## config.mk

```make
export PLATFORM = sky130hd
export DESIGN_NAME = mem_arbiter_flat
export DESIGN_NICKNAME = d
export VERILOG_FILES = /design/src/rtl/mem_arbiter_if.sv /design/src/rtl/mem_arbiter.sv /design/src/flat_wrapper.sv
export SDC_FILE = /design/constraint.sdc
export NUM_CORES = 1
export LEC_CHECK = 0
export CAP_MARGIN = 10
export CORE_ASPECT_RATIO = 2
export CORE_MARGIN = 5
export CORE_UTILIZATION = 35
export CTS_BUF_LIST = sky130_fd_sc_hd__clkbuf_8
export DETAILED_ROUTE_END_ITERATION = 10
export PLACE_DENSITY = 0.74
export SKIP_CTS_REPAIR_TIMING = 1
export SLEW_MARGIN = 20
export SYNTH_ARGS = -nofsm -noshare
export SYNTH_HDL_FRONTEND = slang
export SYNTH_SLANG_ARGS = --single-unit
```

## constraint.sdc

```tcl
create_clock -name clk -period 4.9 [get_ports clk]
set_clock_uncertainty 0.05 [all_clocks]
set_input_delay 0.98 -clock clk [delete_from_list [all_inputs] [get_ports clk]]
set_output_delay 0.98 -clock clk [all_outputs]
set_load 0.005 [all_outputs]
```

## src/rtl/mem_arbiter_if.sv

```systemverilog
// mem_arbiter_if: bundle of every non-clock signal of mem_arbiter.
//   Requester side : if_*  (instruction fetch), mem_* (load/store)
//   Memory side    : bus_* (single 32-bit external bus, req/ack handshake)
//   Pipeline side  : stallreq_if / stallreq_mem, err
// Modports:
//   master - the arbiter (drives rdata/done, bus request attributes, stalls, err)
//   slave  - the environment (requesters + memory model)
interface mem_arbiter_if;
  logic        if_req;
  logic [31:0] if_addr;
  logic [31:0] if_rdata;
  logic        if_done;

  logic        mem_req;
  logic        mem_we;
  logic [31:0] mem_addr;
  logic [31:0] mem_wdata;
  logic [3:0]  mem_wmask;
  logic [31:0] mem_rdata;
  logic        mem_done;

  logic        bus_req;
  logic        bus_we;
  logic [31:0] bus_addr;
  logic [31:0] bus_wdata;
  logic [3:0]  bus_wmask;
  logic        bus_ack;
  logic [31:0] bus_rdata;

  logic        stallreq_if;
  logic        stallreq_mem;
  logic        err;

  modport master (
    input  if_req, if_addr,
    input  mem_req, mem_we, mem_addr, mem_wdata, mem_wmask,
    input  bus_ack, bus_rdata,
    output if_rdata, if_done,
    output mem_rdata, mem_done,
    output bus_req, bus_we, bus_addr, bus_wdata, bus_wmask,
    output stallreq_if, stallreq_mem, err
  );

  modport slave (
    output if_req, if_addr,
    output mem_req, mem_we, mem_addr, mem_wdata, mem_wmask,
    output bus_ack, bus_rdata,
    input  if_rdata, if_done,
    input  mem_rdata, mem_done,
    input  bus_req, bus_we, bus_addr, bus_wdata, bus_wmask,
    input  stallreq_if, stallreq_mem, err
  );
endinterface

```

## src/rtl/mem_arbiter.sv

```systemverilog
// mem_arbiter: shares one 32-bit external memory bus between the instruction
// fetch requester (IF) and the load/store requester (MEM).
//   - Fixed MEM-over-IF priority; after MAX_MEM_GRANTS consecutive MEM grants
//     with IF pending, IF is granted next.
//   - Three-state flow IDLE -> BUS -> RESP -> IDLE; done is a one-cycle
//     registered pulse in RESP, only if the requester still holds req.
//   - stallreq_* are combinational: req & ~done.
// Ports:
//   clk  - system clock, rising edge
//   rst  - asynchronous active-high reset
//   arb  - mem_arbiter_if.master (requester, bus, stall and err signals)
// Parameters:
//   MAX_MEM_GRANTS - MEM grant streak limit while IF waits
//   TIMEOUT_CYCLES - bus_ack watchdog limit (used with MEM_ARB_TIMEOUT_EN)
// Build option:
//   MEM_ARB_TIMEOUT_EN - when defined, a BUS-state watchdog aborts the access
//   after TIMEOUT_CYCLES cycles, pulses err and returns NOP / zero data.
//   When undefined, BUS waits indefinitely and err is tied low.
module mem_arbiter #(
  parameter int unsigned MAX_MEM_GRANTS = 4,
  parameter int unsigned TIMEOUT_CYCLES = 64
) (
  input logic           clk,
  input logic           rst,
  mem_arbiter_if.master arb
);

  localparam int unsigned CW = (MAX_MEM_GRANTS < 1) ? 1 : $clog2(MAX_MEM_GRANTS + 1);
  localparam logic [CW-1:0] CNT_MAX = CW'(MAX_MEM_GRANTS);
  localparam logic [31:0]   IF_NOP  = 32'h0000_0013;

  typedef enum logic [1:0] {
    S_IDLE = 2'd0,
    S_BUS  = 2'd1,
    S_RESP = 2'd2
  } state_e;

  state_e      state_q,     state_d;
  logic [CW-1:0] cnt_q,     cnt_d;
  logic        gnt_mem_q,   gnt_mem_d;
  logic        bus_req_q,   bus_req_d;
  logic        bus_we_q,    bus_we_d;
  logic [31:0] bus_addr_q,  bus_addr_d;
  logic [31:0] bus_wdata_q, bus_wdata_d;
  logic [3:0]  bus_wmask_q, bus_wmask_d;
  logic [31:0] if_rdata_q,  if_rdata_d;
  logic [31:0] mem_rdata_q, mem_rdata_d;
  logic        if_done_q,   if_done_d;
  logic        mem_done_q,  mem_done_d;

  // BUS completion: either a real bus_ack or a watchdog expiry.
  logic        complete;
  logic        timed_out;

`ifdef MEM_ARB_TIMEOUT_EN
  localparam logic [15:0] TMO_LAST = 16'(TIMEOUT_CYCLES - 1);
  logic [15:0] tmo_q, tmo_d;
  logic        err_q, err_d;
`endif

  // Next-state and output register logic
  always_comb begin
    state_d     = state_q;
    cnt_d       = cnt_q;
    gnt_mem_d   = gnt_mem_q;
    bus_req_d   = bus_req_q;
    bus_we_d    = bus_we_q;
    bus_addr_d  = bus_addr_q;
    bus_wdata_d = bus_wdata_q;
    bus_wmask_d = bus_wmask_q;
    if_rdata_d  = if_rdata_q;
    mem_rdata_d = mem_rdata_q;
    if_done_d   = 1'b0;
    mem_done_d  = 1'b0;
    complete    = 1'b0;
    timed_out   = 1'b0;
`ifdef MEM_ARB_TIMEOUT_EN
    err_d       = 1'b0;
    // Counter is zero in every state but BUS, so it restarts on each BUS entry.
    tmo_d       = (state_q == S_BUS) ? tmo_q + 16'd1 : '0;
`endif

    unique case (state_q)
      S_IDLE: begin
        if (arb.mem_req && ((cnt_q < CNT_MAX) || !arb.if_req)) begin
          state_d     = S_BUS;
          gnt_mem_d   = 1'b1;
          bus_req_d   = 1'b1;
          bus_we_d    = arb.mem_we;
          bus_addr_d  = arb.mem_addr;
          bus_wdata_d = arb.mem_wdata;
          bus_wmask_d = arb.mem_wmask;
          // Streak only counts while IF is actually waiting.
          if (!arb.if_req) begin
            cnt_d = '0;
          end else if (cnt_q < CNT_MAX) begin
            cnt_d = cnt_q + 1'b1;
          end
        end else if (arb.if_req) begin
          state_d     = S_BUS;
          gnt_mem_d   = 1'b0;
          bus_req_d   = 1'b1;
          bus_we_d    = 1'b0;
          bus_addr_d  = arb.if_addr;
          bus_wdata_d = '0;
          bus_wmask_d = '1;
          cnt_d       = '0;
        end
      end

      S_BUS: begin
        if (arb.bus_ack) begin
          complete = 1'b1;
        end
`ifdef MEM_ARB_TIMEOUT_EN
        else if (tmo_q == TMO_LAST) begin
          complete  = 1'b1;
          timed_out = 1'b1;
        end
`endif
        if (complete) begin
          state_d   = S_RESP;
          bus_req_d = 1'b0;
`ifdef MEM_ARB_TIMEOUT_EN
          err_d     = timed_out;
`endif
          // rdata is captured even if the requester withdrew; done is not.
          if (gnt_mem_q) begin
            if (timed_out) begin
              mem_rdata_d = '0;
            end else if (!bus_we_q) begin
              mem_rdata_d = arb.bus_rdata;
            end
            mem_done_d = arb.mem_req;
          end else begin
            if_rdata_d = timed_out ? IF_NOP : arb.bus_rdata;
            if_done_d  = arb.if_req;
          end
        end
      end

      S_RESP: begin
        // No grant here: a requester dropping req after done is not re-served.
        state_d = S_IDLE;
      end

      default: begin
        state_d = S_IDLE;
      end
    endcase
  end

  always_ff @(posedge clk or posedge rst) begin
    if (rst) begin
      state_q     <= S_IDLE;
      cnt_q       <= '0;
      gnt_mem_q   <= 1'b0;
      bus_req_q   <= 1'b0;
      bus_we_q    <= 1'b0;
      bus_addr_q  <= '0;
      bus_wdata_q <= '0;
      bus_wmask_q <= '0;
      if_rdata_q  <= '0;
      mem_rdata_q <= '0;
      if_done_q   <= 1'b0;
      mem_done_q  <= 1'b0;
    end else begin
      state_q     <= state_d;
      cnt_q       <= cnt_d;
      gnt_mem_q   <= gnt_mem_d;
      bus_req_q   <= bus_req_d;
      bus_we_q    <= bus_we_d;
      bus_addr_q  <= bus_addr_d;
      bus_wdata_q <= bus_wdata_d;
      bus_wmask_q <= bus_wmask_d;
      if_rdata_q  <= if_rdata_d;
      mem_rdata_q <= mem_rdata_d;
      if_done_q   <= if_done_d;
      mem_done_q  <= mem_done_d;
    end
  end

`ifdef MEM_ARB_TIMEOUT_EN
  always_ff @(posedge clk or posedge rst) begin
    if (rst) begin
      tmo_q <= '0;
      err_q <= 1'b0;
    end else begin
      tmo_q <= tmo_d;
      err_q <= err_d;
    end
  end

  assign arb.err = err_q;
`else
  logic unused_timeout_cfg;
  assign unused_timeout_cfg = (TIMEOUT_CYCLES != 0) | timed_out;
  assign arb.err = 1'b0;
`endif

  assign arb.bus_req   = bus_req_q;
  assign arb.bus_we    = bus_we_q;
  assign arb.bus_addr  = bus_addr_q;
  assign arb.bus_wdata = bus_wdata_q;
  assign arb.bus_wmask = bus_wmask_q;
  assign arb.if_rdata  = if_rdata_q;
  assign arb.mem_rdata = mem_rdata_q;
  assign arb.if_done   = if_done_q;
  assign arb.mem_done  = mem_done_q;

  assign arb.stallreq_if  = arb.if_req  & ~if_done_q;
  assign arb.stallreq_mem = arb.mem_req & ~mem_done_q;

endmodule

```

## src/flat_wrapper.sv

```systemverilog
// flat-port wrapper written by rule: the top's interface ports become plain ports
module mem_arbiter_flat 
#(
  parameter int unsigned MAX_MEM_GRANTS = 4,
  parameter int unsigned TIMEOUT_CYCLES = 64
)
  (clk, rst, arb_if_req, arb_if_addr, arb_mem_req, arb_mem_we, arb_mem_addr, arb_mem_wdata, arb_mem_wmask, arb_bus_ack, arb_bus_rdata, arb_if_rdata, arb_if_done, arb_mem_rdata, arb_mem_done, arb_bus_req, arb_bus_we, arb_bus_addr, arb_bus_wdata, arb_bus_wmask, arb_stallreq_if, arb_stallreq_mem, arb_err);
  mem_arbiter_if arb_i ();
  input logic clk;
  input logic rst;
  input wire logic [$bits(arb_i.if_req)-1:0] arb_if_req;
  input wire logic [$bits(arb_i.if_addr)-1:0] arb_if_addr;
  input wire logic [$bits(arb_i.mem_req)-1:0] arb_mem_req;
  input wire logic [$bits(arb_i.mem_we)-1:0] arb_mem_we;
  input wire logic [$bits(arb_i.mem_addr)-1:0] arb_mem_addr;
  input wire logic [$bits(arb_i.mem_wdata)-1:0] arb_mem_wdata;
  input wire logic [$bits(arb_i.mem_wmask)-1:0] arb_mem_wmask;
  input wire logic [$bits(arb_i.bus_ack)-1:0] arb_bus_ack;
  input wire logic [$bits(arb_i.bus_rdata)-1:0] arb_bus_rdata;
  output wire logic [$bits(arb_i.if_rdata)-1:0] arb_if_rdata;
  output wire logic [$bits(arb_i.if_done)-1:0] arb_if_done;
  output wire logic [$bits(arb_i.mem_rdata)-1:0] arb_mem_rdata;
  output wire logic [$bits(arb_i.mem_done)-1:0] arb_mem_done;
  output wire logic [$bits(arb_i.bus_req)-1:0] arb_bus_req;
  output wire logic [$bits(arb_i.bus_we)-1:0] arb_bus_we;
  output wire logic [$bits(arb_i.bus_addr)-1:0] arb_bus_addr;
  output wire logic [$bits(arb_i.bus_wdata)-1:0] arb_bus_wdata;
  output wire logic [$bits(arb_i.bus_wmask)-1:0] arb_bus_wmask;
  output wire logic [$bits(arb_i.stallreq_if)-1:0] arb_stallreq_if;
  output wire logic [$bits(arb_i.stallreq_mem)-1:0] arb_stallreq_mem;
  output wire logic [$bits(arb_i.err)-1:0] arb_err;
  assign arb_i.if_req = arb_if_req;
  assign arb_i.if_addr = arb_if_addr;
  assign arb_i.mem_req = arb_mem_req;
  assign arb_i.mem_we = arb_mem_we;
  assign arb_i.mem_addr = arb_mem_addr;
  assign arb_i.mem_wdata = arb_mem_wdata;
  assign arb_i.mem_wmask = arb_mem_wmask;
  assign arb_i.bus_ack = arb_bus_ack;
  assign arb_i.bus_rdata = arb_bus_rdata;
  assign arb_if_rdata = arb_i.if_rdata;
  assign arb_if_done = arb_i.if_done;
  assign arb_mem_rdata = arb_i.mem_rdata;
  assign arb_mem_done = arb_i.mem_done;
  assign arb_bus_req = arb_i.bus_req;
  assign arb_bus_we = arb_i.bus_we;
  assign arb_bus_addr = arb_i.bus_addr;
  assign arb_bus_wdata = arb_i.bus_wdata;
  assign arb_bus_wmask = arb_i.bus_wmask;
  assign arb_stallreq_if = arb_i.stallreq_if;
  assign arb_stallreq_mem = arb_i.stallreq_mem;
  assign arb_err = arb_i.err;
  mem_arbiter #(.MAX_MEM_GRANTS(MAX_MEM_GRANTS), .TIMEOUT_CYCLES(TIMEOUT_CYCLES)) u_core (.clk(clk), .rst(rst), .arb(arb_i));
endmodule
```

Yosys cells after proc, flatten, opt, wreduce, memory -nomap -nowiden
Index checks and enable logic that the tools add are counted.
Widths: inputs -> output; s select.
Storage, ports and cells
  logic and storage cells: 65
  output and inout bits: 139
  bits of input ports: 138
  bits in registers: 142
Operators by class
  order comparisons: 1
  reduce and logical (&&, ||, !) cells: 12
  eq/ne operators: 4
  multiplexer cells: 29
  bitwise gates (word level): 6
  add/sub/neg operators: 1
Operators with widths (count)
  $mux 32: 4
  $mux 1: 14
  $mux 3: 4
  $reduce_and 3->1: 3
  $mux 4: 2
  $mux 2: 3
  $ne 3x2->1 const B: 2
  $not 1->1: 4
  $pmux 2 s2: 1
  $reduce_and 2->1: 2
  $reduce_and 4->1: 1
  $reduce_bool 2->1: 2
  $add 3x1->3 const B: 1
  $lt 3x3->1 const B: 1
  $and 1x1->1: 2
  $eq 2x1->1 const B: 1
  $logic_not 2->1: 1
  $ne 2x1->1 const B: 1
  $pmux 1 s2: 1
  $logic_and 1x1->1: 1
  $logic_not 1->1: 1
  $logic_or 1x1->1: 1

Depth between registers and ports, before layout
Gate-level depths: netlist of the first run.
  word-level depth: 5
  mapped depth: 6
  mapped depth without buffers: 4

Least setup slack after synthesis of the first run
Ideal clock, no wire load.
  path kind: in2out
  start point: input arb_if_req
  end point: output arb_stallreq_if
  path buffers: 1
  cell stages on the path: 2
  slack: 2.569 ns
  data required time: 3.870 ns
  data arrival time: 1.301 ns
  path through: clkbuf_2 nor2b_1
Between the ends
  cells in the longest elaborated chain, start to end: 1
RTL lines
  from (decl): RTL line flat_wrapper.sv:11  | input wire logic [$bits(arb_i.if_req)-1:0] arb_if_req;
  $and 1x1->1: RTL line mem_arbiter.sv:211  | assign arb.stallreq_if = arb.if_req & ~if_done_q;
  to (decl): RTL line flat_wrapper.sv:29  | output wire logic [$bits(arb_i.stallreq_if)-1:0] arb_stallreq_if;
Every way passes these cells.

Final worst setup path of the first run
Same ends and word-level chain as after synthesis.

==> run summary, run 1 <==
Input/output buffers = 275
Crit path DAT = 2350 ps
Status = complete, no violations
Slew Limit Fails = 0
Multi-input logic area = 1980 um2
Final global-route overflow total = 0
Final Cell Area = 9090 um2
Min-delay worst type = flip-flop to flip-flop
Top-count cell post-synth = dfrtp_1
GPL Wtd Cong = 0.782
Fraction of registers with async set/reset = 100%
Critical Path End Type = output pin
Die height = 191 um
Initial core utilization = 35.3%
Drt drc = 0
DP Wirelength = 12800 um
Leakage Power = 3.78 nW
Met2 Track Usage GR = 33.1%
Busiest grt layer = met2
RSZ-0062 raised after global routing = no
Fin crit share = 68.9%
Via-to-Cell Ratio = 4.82
Crit path kind = input pin to output pin
Synth Register Bits = 142
Most instantiated cells after synthesis = dfrtp_1 (142), mux2_2 (123), a22o_1 (34)
DRT antenna net count = 0
GRT Total Usage = 17.7%
FP Rows = 66
Maximum clock insertion buffer count = 2
Synth area leader = dfrtp_1
Worst-Margin Slew = 1020 ps
Area Overhead vs Synth = 59.2%
Die ar. = 19100 um2
Post-synthesis sequential area ratio = 62.3%
I/O Pins = 277
Register area = 3550 um2
Sink Count = 142
Reg-to-Reg End = u_core.arb.if_rdata[24]
Final WL = 16900 um
Placed Area = 8600 um2
Post-route setup slack = 1520 ps
Number of buffers created by CTS = 17
Hold endpoint = u_core.arb.bus_req
Initial antenna violation count = 2
Synth Warn # = 0
Share of cells above drive strength 1 = 25.4%
Syn_area_per_cell = 15.8 um2
Final setup viols = 0
Vias = 4128
CTS H-tree depth = 4
Crit start category = input pin
GR Util met1 = 16.6%
CTS tree = done
Fin cells = 856
PwrDens = 594 nW/um2
Filler cells = 1365
HP Start = u_core.arb.bus_req
Gate Count Post-Synth = 361
Synth Flop Type = dfrtp_1
Endpoints failing hold = 0
DR WL/cell = 19.7 um
Clock latency at the later pin of the worst-skew pair = 430 ps
DR iter-0 viols = 71
Core Footprint = 16200 um2
Slew margin rel. = 31.6%
Power after layout = 5.40 mW
Area of the mapped netlist = 5710 um2
Nets = 776
Max cap viols = 0
Top cell type's share of synthesized area = 62.3%
Syn nets = 500
Number of global-route vias before repair = 4711
Placed insts = 821
R2R setup slack = 2860 ps
Netlist cell types = 29
GR met3 Demand/Resource = 6.63%
First-pass iteration count of the detailed router = 4
Setup Slack @ Placement = 1420 ps
Max VDD drop = 0.301 mV
Hold path depth = 2
Synth area leaders = dfrtp_1 (62%), mux2_2 (24%), a22o_1 (5.2%)
Reg2reg start = u_core.state_q[1]
First-pass GRT wire length = 25700 um
Chip Width = 100 um
Max frequency = 0.296 GHz
Clock slew at reported path FFs = 80 ps
Crit path required time = 3870 ps
Max Fanout on Critical Path = 8
Crit path time final = 3380 ps
Root buffer cell = clkbuf_8
Largest net degree at the start of global routing = 79
Final setup TNS = 0 ps
Post-synth EDFFs = 0
Worst reg2reg path depth = 3
[cell type report]
cell class	instances	area share (%)
diodes	2	0.0551
repair buffers	280	31.1
clock buffers	21	3.18
multi-input cells	193	21.8
inverters	3	0.179
clock inverters	11	1.80
flip-flops and latches	142	39.1
well taps	204	2.81
[where the power goes]
group	internal, mW	total, mW	leakage, nW	switching (mW)
clock network	0.606	1.05	0.227	0.439
registers	1.73	2.04	1.72	0.315
logic	1.55	2.31	1.84	0.758
total	3.89	5.40	3.78	1.51
[worst max-delay path, stage by stage]
cell and delay, ps:
clkdlybuf4s50_1 690, nor2b_1 170, clkdlybuf4s50_1 500
[through the flow]
stage,hold slack [ps],utilization [%]
3_3_place_gp,416,53.1
5_1_grt,471,56.1
6_report,444,56.1
3_5_place_dp,425,53.1
2_1_floorplan,419,-
4_1_cts,455,55.9
[flip-flops by register name, summed over array words and instances (netlist names), 2 cells and up]
register and count:
u_core.arb.if_rdata 32, u_core.arb.bus_addr 32, u_core.arb.bus_wmask 4, u_core.arb.mem_rdata 32, u_core.cnt_q 3, u_core.state_q 2, u_core.arb.bus_wdata 32
[worst max path at each step]
stage | start | end | slack (ps) | cells past startpoint
after floorplan | rst | u_core.arb.bus_addr[0] | 60 | 1
after global placement | arb_mem_req | u_core.arb.bus_addr[27] | 1530 | 4
after detailed placement | arb_mem_req | u_core.arb.bus_addr[29] | 1420 | 4
after CTS | arb_if_req | arb_stallreq_if | 1500 | 3
after global routing | arb_if_req | arb_stallreq_if | 1460 | 3
final | arb_if_req | arb_stallreq_if | 1520 | 3
[kinds of logic after synthesis]
group / Yosys count / synth area share, %
buffers and inverters: 26 / 3.20
multiplexers: 128 / 25.3
other: 1 / 0.0657
AO/OA/AOI/OAI: 45 / 6.86
adder cells (fa/ha/maj): 1 / 0.219
AND/OR/NAND/NOR: 18 / 2.15
flip-flops: 142 / 62.3
[routing by layer]
| metal | share of wire (%) | up-vias |
|---|---|---|
| li1 | - | 1865 |
| met1 | 33 | 2060 |
| met2 | 57 | 170 |
| met3 | 7.4 | 33 |
| met4 | 3.3 | 0 |
| met5 | 0 | - |
[placed cells by master (no fill, tap or decap), types with 2 or more instances in the layout]
cell	count
buf_4	3
dfrtp_1	142
clkinvlp_4	3
clkbuf_8	21
o22a_1	4
mux2_2	123
mux2_1	5
nor2b_1	2
clkdlybuf4s50_1	275
o21ai_0	2
a22o_1	34
inv_1	4
nand2_1	4
bufinv_16	4
nor2_1	2
nand3_1	2
diode_2	2
(Power assumes the default switching activity.)
==> run 2: changes to the inputs <==
clock period = 2.9 ns   (was 4.9 ns; I/O delays follow)
==> run 2 against run 1 <==
Against the previous run:
- global-route usage is 0.33 points higher
- highest routed layer is now met5
- critical endpoint is now arb_stallreq_mem
- critical path depth stayed put
- final area is 0.22% lower
- sequential power is 70% higher
- routed wire length is 0.57% higher
- register-to-register slack worse by 1700 ps
- worst setup slack worse by 1200 ps
- flip-flop and latch count stayed put
- non-clock buffer count is 4 higher
==> run summary, run 2 (synthesis gave the netlist of run 1 again) <==
GRT Total Usage = 18.1% (+0.33 points)
Core Footprint = 16200 um2 (unchanged)
Nets = 780 (+0.52%)
First-pass iteration count of the detailed router = 4 (unchanged)
Endpoints failing hold = 0 (unchanged)
Share of cells above drive strength 1 = 25.2% (-0.16 points)
Via-to-Cell Ratio = 4.88 (+1.3%)
Clock latency at the later pin of the worst-skew pair = 430 ps (about the same)
Final WL = 17000 um (+0.57%)
DRT antenna net count = 0 (unchanged)
Max Fanout on Critical Path = 8 (unchanged)
CTS tree = done
GPL Wtd Cong = 0.779 (-0.43%)
Largest net degree at the start of global routing = 75 (-5.1%)
First-pass GRT wire length = 26400 um (+2.6%)
Crit. Startpoint = arb_mem_req
Maximum clock insertion buffer count = 2 (unchanged)
Crit path required time = 2270 ps (-1600 ps)
Max VDD drop = 0.514 mV (+71%)
Initial core utilization = 35.3% (unchanged)
Final setup viols = 0 (unchanged)
Critical Path End Type = output pin
Commonest non-fill, non-tap cell in the layout = clkdlybuf4s50_1
PwrDens = 980 nW/um2 (+65%)
Number of buffers created by CTS = 17 (unchanged)
DR WL/cell = 19.8 um (+0.22%)
Leakage Power = 3.79 nW (+0.22%)
FP Rows = 66 (unchanged)
CTS H-tree depth = 4 (unchanged)
Reg2reg start = u_core.state_q[0]
Die ar. = 19100 um2 (unchanged)
Status = complete, no violations
Final global-route overflow total = 0 (unchanged)
Initial antenna violation count = 2 (unchanged)
R2R setup slack = 1170 ps (-1690 ps)
Fin crit share = 87.2%
Min-delay worst type = input pin to async pin
I/O Pins = 277 (unchanged)
Most frequent cells in the layout = clkdlybuf4s50_1 (275), dfrtp_1 (142), mux2_2 (123)
Reg-to-Reg End = u_core.arb.bus_addr[3]
Fin cells = 859 (+0.35%)
Drt drc = 0 (unchanged)
Sink Count = 142 (unchanged)
Worst reg2reg path depth = 4 (+1)
Die height = 191 um (unchanged)
RSZ-0062 raised after global routing = no
Root buffer cell = clkbuf_8
Clock slew at reported path FFs = 80 ps (about the same)
Crit path kind = input pin to output pin
Crit start category = input pin
Area Overhead vs Synth = 58.9%
Max frequency = 0.395 GHz
Crit path DAT = 1900 ps (-450 ps)
Vias = 4196 (+1.6%)
DR iter-0 viols = 102 (+44%)
DP Wirelength = 12900 um (+0.32%)
Chip Width = 100 um (unchanged)
Number of global-route vias before repair = 4770 (+1.3%)
Max cap viols = 0 (unchanged)
Slew Limit Fails = 0 (unchanged)
Final setup TNS = 0 ps (unchanged)
Placed insts = 826 (+0.61%)
Input/output buffers = 275 (unchanged)
Crit path time final = 2530 ps
## run 2: changes by cell type in the layout (fill, tap and decap cells not counted), sizes merged
cell	previous run	this run
buf	5	9
bufinv	4	1
clkinv	2	4
inv	5	7
clkinvlp	3	2
diode	2	1
## run 2: worst max-delay path by stage
stage / slack [ps] / cells past startpoint / end
final: 370 / 3 / arb_stallreq_mem
after global placement: 400 / 3 / arb_stallreq_mem
after floorplan: 490 / 1 / u_core.arb.bus_addr[0]
after detailed placement: 320 / 5 / u_core.arb.bus_addr[28]
after global routing: 290 / 3 / arb_stallreq_mem
after CTS: 350 / 3 / arb_stallreq_mem
## run 2: metrics by stage
| stage | area [um2] | power (mW) | worst slack (ps) | hold slack (ps) | util (%) |
|---|---|---|---|---|---|
| 6_report | 9070 | 8.89 | 371 | 423 | 56.0 |
| 5_1_grt | 9070 | 9.43 | 295 | 417 | 56.0 |
| 4_1_cts | 9060 | 9.04 | 351 | 392 | 56.0 |
| 3_5_place_dp | 8700 | 7.51 | 322 | 415 | 53.7 |
| 3_3_place_gp | 8700 | 7.35 | 397 | 420 | 53.7 |
| 2_1_floorplan | 5710 | 4.98 | 493 | 419 | - |
## run 2: cell type report
cell class              instances  area (um2)
diodes                          1        2.50
clock buffers                  21         289
clock inverters                11        76.3
fillers                      1409        7120
inverters                       3        15.0
multi-input cells             193        1980
flip-flops and latches        142        3550
well taps                     204         255
repair buffers                284        2900
## run 2: where the power goes
| part | internal [mW] | switching [mW] |
|---|---|---|
| clock | 0.749 | 0.724 |
| combinational | 2.66 | 1.30 |
| sequential | 2.92 | 0.531 |
| total | 6.33 | 2.55 |
## run 2: layer usage
| metal | share of wire [%] | track usage [%] | routed length [um] | up-vias |
|---|---|---|---|---|
| met5 | 0.076 | 0 | 13 | - |
| met4 | 4.7 | 10.3 | 799 | 2 |
| met3 | 8.0 | 6.22 | 1360 | 44 |
| met2 | 56 | 32.4 | 9460 | 193 |
| met1 | 32 | 17.6 | 5360 | 2097 |
| li1 | - | - | - | 1860 |
## run 2: worst max-delay path, cell delays in order
cell	delay (ps)
clkdlybuf4s50_1	640
nor2b_1	180
clkdlybuf4s50_1	500
